$ cat config.mk
export PLATFORM = sky130hd
export DESIGN_NAME = plot_arbiter
export DESIGN_NICKNAME = d
export VERILOG_FILES = /design/src/rtl/pong_pkg.sv /design/src/rtl/screen_sweep.sv /design/src/rtl/plot_arbiter.sv
export SDC_FILE = /design/constraint.sdc
export NUM_CORES = 1
export LEC_CHECK = 0
export CAP_MARGIN = 20
export CORE_MARGIN = 2
export CORE_UTILIZATION = 49
export CTS_BUF_LIST = sky130_fd_sc_hd__clkbuf_2 sky130_fd_sc_hd__clkbuf_4 sky130_fd_sc_hd__clkbuf_8
export DETAILED_ROUTE_END_ITERATION = 10
export GPL_TIMING_DRIVEN = 0
export MAX_ROUTING_LAYER = met4
export PLACE_DENSITY = 0.87
export SLEW_MARGIN = 30
export SYNTH_ARGS = -nofsm -noshare
export SYNTH_HDL_FRONTEND = slang
export SYNTH_SLANG_ARGS = --single-unit
$ cat constraint.sdc
create_clock -name clock -period 3.9 [get_ports clock]
set_input_delay 0.585 -clock clock [delete_from_list [all_inputs] [get_ports clock]]
set_output_delay 0.585 -clock clock [all_outputs]
set_load 0.005 [all_outputs]
$ cat src/rtl/pong_pkg.sv
// Shared screen geometry, colour constants, FSM states and pixel record
// for the pong plot path.
package pong_pkg;

   localparam int         SCREEN_W = 160;
   localparam int         SCREEN_H = 120;
   localparam logic [2:0] BLACK    = 3'b000;
   localparam logic [2:0] WHITE    = 3'b111;

   typedef enum logic {
      SWEEP = 1'b0,
      RUN   = 1'b1
   } state_e;

   typedef struct packed {
      logic [7:0] x;
      logic [6:0] y;
      logic [2:0] colour;
   } pix_t;

   function automatic logic on_screen(input logic [7:0] x, input logic [6:0] y);
      return (x < 8'(SCREEN_W)) && (y < 7'(SCREEN_H));
   endfunction

endpackage

$ cat src/rtl/screen_sweep.sv
// Raster counter for the clear sweep: x is the inner loop, y the outer.
// start forces (0,0) and wins over en; the counter wraps to (0,0) after the last pixel.
module screen_sweep
   import pong_pkg::*;
(
   input  logic       clock,
   input  logic       resetn,
   input  logic       start,
   input  logic       en,
   output logic       done,
   output logic [7:0] x,
   output logic [6:0] y
);

   logic [7:0] x_q, x_d;
   logic [6:0] y_q, y_d;

   always_comb begin
      x_d = x_q;
      y_d = y_q;
      if (start) begin
         x_d = '0;
         y_d = '0;
      end else if (en) begin
         if (x_q == 8'(SCREEN_W - 1)) begin
            x_d = '0;
            y_d = (y_q == 7'(SCREEN_H - 1)) ? '0 : y_q + 7'd1;
         end else begin
            x_d = x_q + 8'd1;
         end
      end
   end

   always_ff @(posedge clock) begin
      if (!resetn) begin
         x_q <= '0;
         y_q <= '0;
      end else begin
         x_q <= x_d;
         y_q <= y_d;
      end
   end

   assign done = (x_q == 8'(SCREEN_W - 1)) && (y_q == 7'(SCREEN_H - 1));
   assign x    = x_q;
   assign y    = y_q;

endmodule

$ cat src/rtl/plot_arbiter.sv
// Arbitrates ball/paddle pixel writes onto one VGA write port, with a full-screen
// clear sweep after reset or clear_req. Define PLOT_CLIP_EN to drop off-screen requests.
module plot_arbiter
   import pong_pkg::*;
#(
   parameter logic [2:0] CLEAR_COLOUR = 3'b000
)(
   input  logic       clock,
   input  logic       resetn,
   input  logic       clear_req,
   input  logic [7:0] ball_x,
   input  logic [6:0] ball_y,
   input  logic [2:0] ball_colour,
   input  logic       ball_valid,
   output logic       ball_ready,
   input  logic [7:0] pad_x,
   input  logic [6:0] pad_y,
   input  logic [2:0] pad_colour,
   input  logic       pad_valid,
   output logic       pad_ready,
   output logic [7:0] vga_x,
   output logic [6:0] vga_y,
   output logic [2:0] vga_colour,
   output logic       vga_plot,
   output logic       busy,
   output logic [7:0] drop_cnt
);

   state_e     state_q, state_d;
   logic       rr_pad_q, rr_pad_d;   // 1: paddle wins the next contended cycle
   pix_t       vga_q, vga_d;
   logic       plot_q, plot_d;
   logic       sweep_px_q, sweep_px_d;
   logic       sw_done;
   logic [7:0] sw_x;
   logic [6:0] sw_y;
   logic       grant_ball, grant_pad;
   pix_t       acc_px;

   screen_sweep u_sweep (
      .clock  (clock),
      .resetn (resetn),
      .start  (clear_req),
      .en     (state_q == SWEEP),
      .done   (sw_done),
      .x      (sw_x),
      .y      (sw_y)
   );

   always_comb begin
      grant_ball = 1'b0;
      grant_pad  = 1'b0;
      if (state_q == RUN) begin
         if (ball_valid && pad_valid) begin
            grant_ball = !rr_pad_q;
            grant_pad  = rr_pad_q;
         end else begin
            grant_ball = ball_valid;
            grant_pad  = pad_valid;
         end
      end
   end

   assign acc_px = grant_ball ? pix_t'{ball_x, ball_y, ball_colour}
                              : pix_t'{pad_x, pad_y, pad_colour};

`ifdef PLOT_CLIP_EN
   logic [7:0] drop_q, drop_d;
   logic       drop_now;

   assign drop_now = (grant_ball || grant_pad) && !on_screen(acc_px.x, acc_px.y);

   always_comb begin
      drop_d = drop_q;
      if (drop_now && drop_q != 8'hFF)
         drop_d = drop_q + 8'd1;
   end

   always_ff @(posedge clock) begin
      if (!resetn) drop_q <= '0;
      else         drop_q <= drop_d;
   end

   assign drop_cnt = drop_q;
`else
   logic drop_now;
   assign drop_now = 1'b0;
   assign drop_cnt = 8'd0;
`endif

   always_comb begin
      state_d    = state_q;
      rr_pad_d   = rr_pad_q;
      vga_d      = vga_q;
      plot_d     = 1'b0;
      sweep_px_d = 1'b0;
      case (state_q)
         SWEEP: begin
            vga_d      = '{x: sw_x, y: sw_y, colour: CLEAR_COLOUR};
            plot_d     = 1'b1;
            sweep_px_d = 1'b1;
            rr_pad_d   = 1'b0;
            if (sw_done && !clear_req)
               state_d = RUN;
         end
         RUN: begin
            if (ball_valid && pad_valid)
               rr_pad_d = !rr_pad_q;
            // A request granted alongside clear_req is still plotted before the sweep.
            if ((grant_ball || grant_pad) && !drop_now) begin
               vga_d  = acc_px;
               plot_d = 1'b1;
            end
            if (clear_req)
               state_d = SWEEP;
         end
         default: state_d = SWEEP;
      endcase
   end

   always_ff @(posedge clock) begin
      if (!resetn) begin
         state_q    <= SWEEP;
         rr_pad_q   <= 1'b0;
         vga_q      <= '0;
         plot_q     <= 1'b0;
         sweep_px_q <= 1'b0;
      end else begin
         state_q    <= state_d;
         rr_pad_q   <= rr_pad_d;
         vga_q      <= vga_d;
         plot_q     <= plot_d;
         sweep_px_q <= sweep_px_d;
      end
   end

   assign ball_ready = grant_ball;
   assign pad_ready  = grant_pad;
   assign vga_x      = vga_q.x;
   assign vga_y      = vga_q.y;
   assign vga_colour = vga_q.colour;
   assign vga_plot   = plot_q;
   // Busy covers the sweep state plus the final sweep pixel still on the output.
   assign busy       = (state_q == SWEEP) || sweep_px_q;

endmodule

Word-level counts from Yosys, hierarchy flattened
Index checks and enable logic that the tools add are counted.
- equality and inequality tests: 4
- multiply operators: 0
- divide/modulo/power cells: 0
- add/subtract/negate cells: 2
- bitwise gates (word level): 2
- muxes and demuxes: 17
- magnitude comparators: 0
- reduce and logical (&&, ||, !) cells: 9
- shifts and indexed selects: 0
- operators with widths (cell ; number):
    two-way mux 18 bit ; 2
    case mux 18 bit (2 select lines) ; 1
    two-way mux 1 bit ; 9
    adder 8 x 1 -> 8 bit, second input constant ; 1
    == test 8 bit, second input constant ; 1
    two-way mux 8 bit ; 1
    adder 7 x 1 -> 7 bit, second input constant ; 1
    == test 7 bit, second input constant ; 1
    two-way mux 7 bit ; 1
    case mux 1 bit (2 select lines) ; 3
    inequality test 2 x 1 -> 1 bit, second input constant ; 2
    logical AND 1 bit ; 3
    zero test 1 bit ; 2
    logical OR 1 bit ; 2
    inverter 1 bit ; 2
    AND reduction 2 bit ; 1
    OR reduction 2 bit ; 1
- bits in registers: 37
- output and inout bits: 30
- memory bits (writable): 0
- word-level logic and storage cells: 43
- bits in latches: 0
- ROM bits: 0
- memories: 0
- input bits: 41

Longest topological paths before layout
- word-level depth: 6
- gate-level depth with buffers: 6
- depth with buffers taken out: 5

Hierarchy
Synthesis repeated with hierarchy kept, for this count alone.
- cell total of the unflattened synthesis: 228
- area total of the unflattened synthesis: 2045.7 um^2
- modules (own cells, without submodules) (module ; cells each ; sequential area each (um^2) ; area each (um^2) ; times used):
    plot_arbiter ; 144 ; 440.4 ; 1276.2 ; 1
    screen_sweep ; 84 ; 300.3 ; 769.5 ; 1

Least setup slack after synthesis
Ideal clock, no wire load.
- path kind: input to output
- start point: input pad_valid
- end point: output ball_ready
- arrival: 1.181 ns
- path buffers: 1
- stages on the path: 4
- setup slack: 2.134 ns
- data required time: 3.315 ns
- cells stage by stage: and2_1 or2_1 buf_6 inv_2
- word-level cells in the longest chain between the ends: 3
- RTL lines (element ; line ; source):
    from (decl) ; plot_arbiter.sv:19 ; input logic pad_valid,
    logical AND 1 bit ; plot_arbiter.sv:54 ; if (ball_valid && pad_valid) begin
    two-way mux 1 bit ; plot_arbiter.sv:54 ;
    two-way mux 1 bit ; plot_arbiter.sv:53 ; if (state_q == RUN) begin
    to (decl) ; plot_arbiter.sv:15 ; output logic ball_ready,
Every way passes these cells.

Worst setup path in the final report
Ends and elaborated chain as after synthesis.

==> out/results.tsv <==
metric	value	unit
wl	4.85	mm
overflow	0	
grt_pass1_wl	7.85	mm
syn_area_per_cell	7.97	sq um
h-tree-depth	2	
cts_max_path_buffers	2	
worst_slew_pin_slew	0.602	ns
yosysSeqAreaShare	38.9	%
drv_cap	0	
ctsHoldBuffers	0	
grt_use_total	23.9	%
core_area	3690	sq um
syn_area	1900	sq um
die_h	66.3	um
rsz0062_at_grt	false	
synthFlopType	dfxtp_1	
cp_max_fo	10	
cp-start-kind	input pin	
synth_top_area_cell	dfxtp_1	
drcViolationCount	0	
cts.repair.resized	0	
cts_tree	built	
fin_crit	2.87	ns
status	complete, no violations	
vias	1875	
finalSetupViolCount	0	
clk_latency	0.29	ns
start_util	51.6	%
pwr_density_cell	270	nW/um^2
root_buffer	clkbuf_8	
yosysMostFrequentCell	o21ai_0	
clock.fmax	349	MHz
netlist_instances	239	
hold_path_depth	2	
post-place-ws	1.06	ns
antenna_found_initial	0	
period_share	73.5	%
vdd_drop_max	0.198	mV
area_growth	41.9	%
clock_sinks	37	
die-area	4400	sq um
p_leak	1.18	nW
cp_data_arrival_time	2.28	ns
cts_setup_buffers	0	
wl_per_cell	13.3	um
drt_iter0_markers	105	
vias_per_cell	5.15	
synth-seq-cells	37	
end_kind	output port	
grt_max_degree	11	
yosysWarnings	0	
clock_skew	0.00589	ns
synthArstFlopShare	0	%
netlist.area_leader.share	38.9	%
crit_required	3.31	ns
finalHoldViolCount	0	
criticalPathCategory	in -> out	
ant_nets	0	
num_rows	22	
cts_buffers	5	
dp.final_hpwl	3.64	mm
drive_gt1_share	8.54	%
timing.max_slew.rel_slack	59.5	%
drt-pass1-iter-count	4	
clkTransAtPathRegs	0.07	ns
synth_area_leaders	dfxtp_1, o21ai_0, o211a_1	
synth_edf_count	0	
holdCritPathClass	reg -> reg	
synth.distinct_cells	36	
setup_slack	1.03	ns
ios	71	
die_width	66.3	um
rr_worst_depth	6	
grt_pass1_vias	1717	
place.port_buffers	62	
synth.top_cells.by_count	o21ai_0, dfxtp_1, nand2_1, nor2_1, inv_1	
antenna_cells	0	
maxSlewViolCount	0	
place_congestion	0.826	
nets	358	
fin_setup_tns	0	ns
## power breakdown
| group | total (W) | internal, W | switching [W] |
|---|---|---|---|
| registers | 0.000382 | 0.000380 | 0.00000158 |
| clock network | 0.000274 | 0.000148 | 0.000126 |
| logic | 0.0000728 | 0.0000491 | 0.0000238 |
| total | 0.000728 | 0.000577 | 0.000151 |
## path summary, 6_finish.rpt
path / startpoint / end / slack [ns]
hold reg to reg: vga_y[4] / vga_y[4] / 0.45
setup reg to reg: u_sweep.x[0] / u_sweep.y[0] / 2.15
setup / recovery: pad_valid / ball_ready / 1.03
hold / removal: vga_y[4] / vga_y[4] / 0.45
## per-stage QoR
stage / total power [W] / hold slack [ns] / instances / cell area [sq um] / utilization [%]
2_1_floorplan: 0.000415 / 0.443 / 246 / 1930 / -
3_3_place_gp: 0.000461 / 0.433 / 356 / 2610 / 70.8
3_5_place_dp: 0.000462 / 0.440 / 356 / 2610 / 70.8
4_1_cts: 0.000735 / 0.450 / 364 / 2700 / 73.3
5_1_grt: 0.000761 / 0.470 / 364 / 2700 / 73.3
6_report: 0.000728 / 0.448 / 364 / 2700 / 73.3
## placed cells by master (no fill, tap or decap), types with 3 or more instances in the layout
cell type,n
o21ai_1,9
dfxtp_1,37
conb_1,8
nand2_1,27
clkbuf_1,5
clkbuf_8,5
clkdlybuf4s50_1,62
inv_1,16
buf_6,3
nor2b_1,3
xnor2_1,4
a311oi_1,3
or3_1,4
nand3_1,6
clkbuf_4,3
o211a_1,15
buf_4,8
nor2_1,19
xor2_1,6
a21oi_1,5
buf_2,3
o21ai_0,41
## critical path: stages
cell,delay (ns)
clkdlybuf4s50_1,0.47
and2_1,0.26
or2_1,0.24
buf_6,0.15
inv_2,0.07
clkdlybuf4s50_1,0.50
## kinds of logic (layout without fill, tap and decap cells)
family | after synthesis | after routing | synth area share, %
other cells | 1 | 8 | 0.197
fa+ha+maj | 2 | 2 | 1.31
mux | 2 | 2 | 1.05
buf+inv | 37 | 107 | 10.2
xor+xnor | 10 | 10 | 4.60
compound gates | 75 | 75 | 24.5
simple gates | 75 | 75 | 19.2
flops | 37 | 37 | 38.9
## flip-flops by register name, indices dropped and copies added, names as in the netlist
register,flops
sweep_px_q,1
vga_y,7
vga_plot,1
u_sweep.x,8
vga_x,8
u_sweep.y,7
vga_colour,3
state_q,1
rr_pad_q,1
## area by class of cell
cell class,count,area (sq um)
Timing Repair Buffer,62,621
Buffer,20,131
Clock buffer,8,91.3
Sequential cell,37,741
Fill cell,304,986
Inverter,17,63.8
Tap cell,48,60.1
Multi-Input combinational cell,172,995
## per-layer routing
| layer | up-vias | global-route usage (%) | routed length, um |
|---|---|---|---|
| met5 | - | - | 0 |
| met4 | 0 | 6.63 | 51 |
| met3 | 7 | 6.13 | 368 |
| met2 | 55 | 40.1 | 2330 |
| met1 | 859 | 28.2 | 2100 |
| li1 | 954 | - | - |
Note: power is estimated with default switching activity, not from simulation.
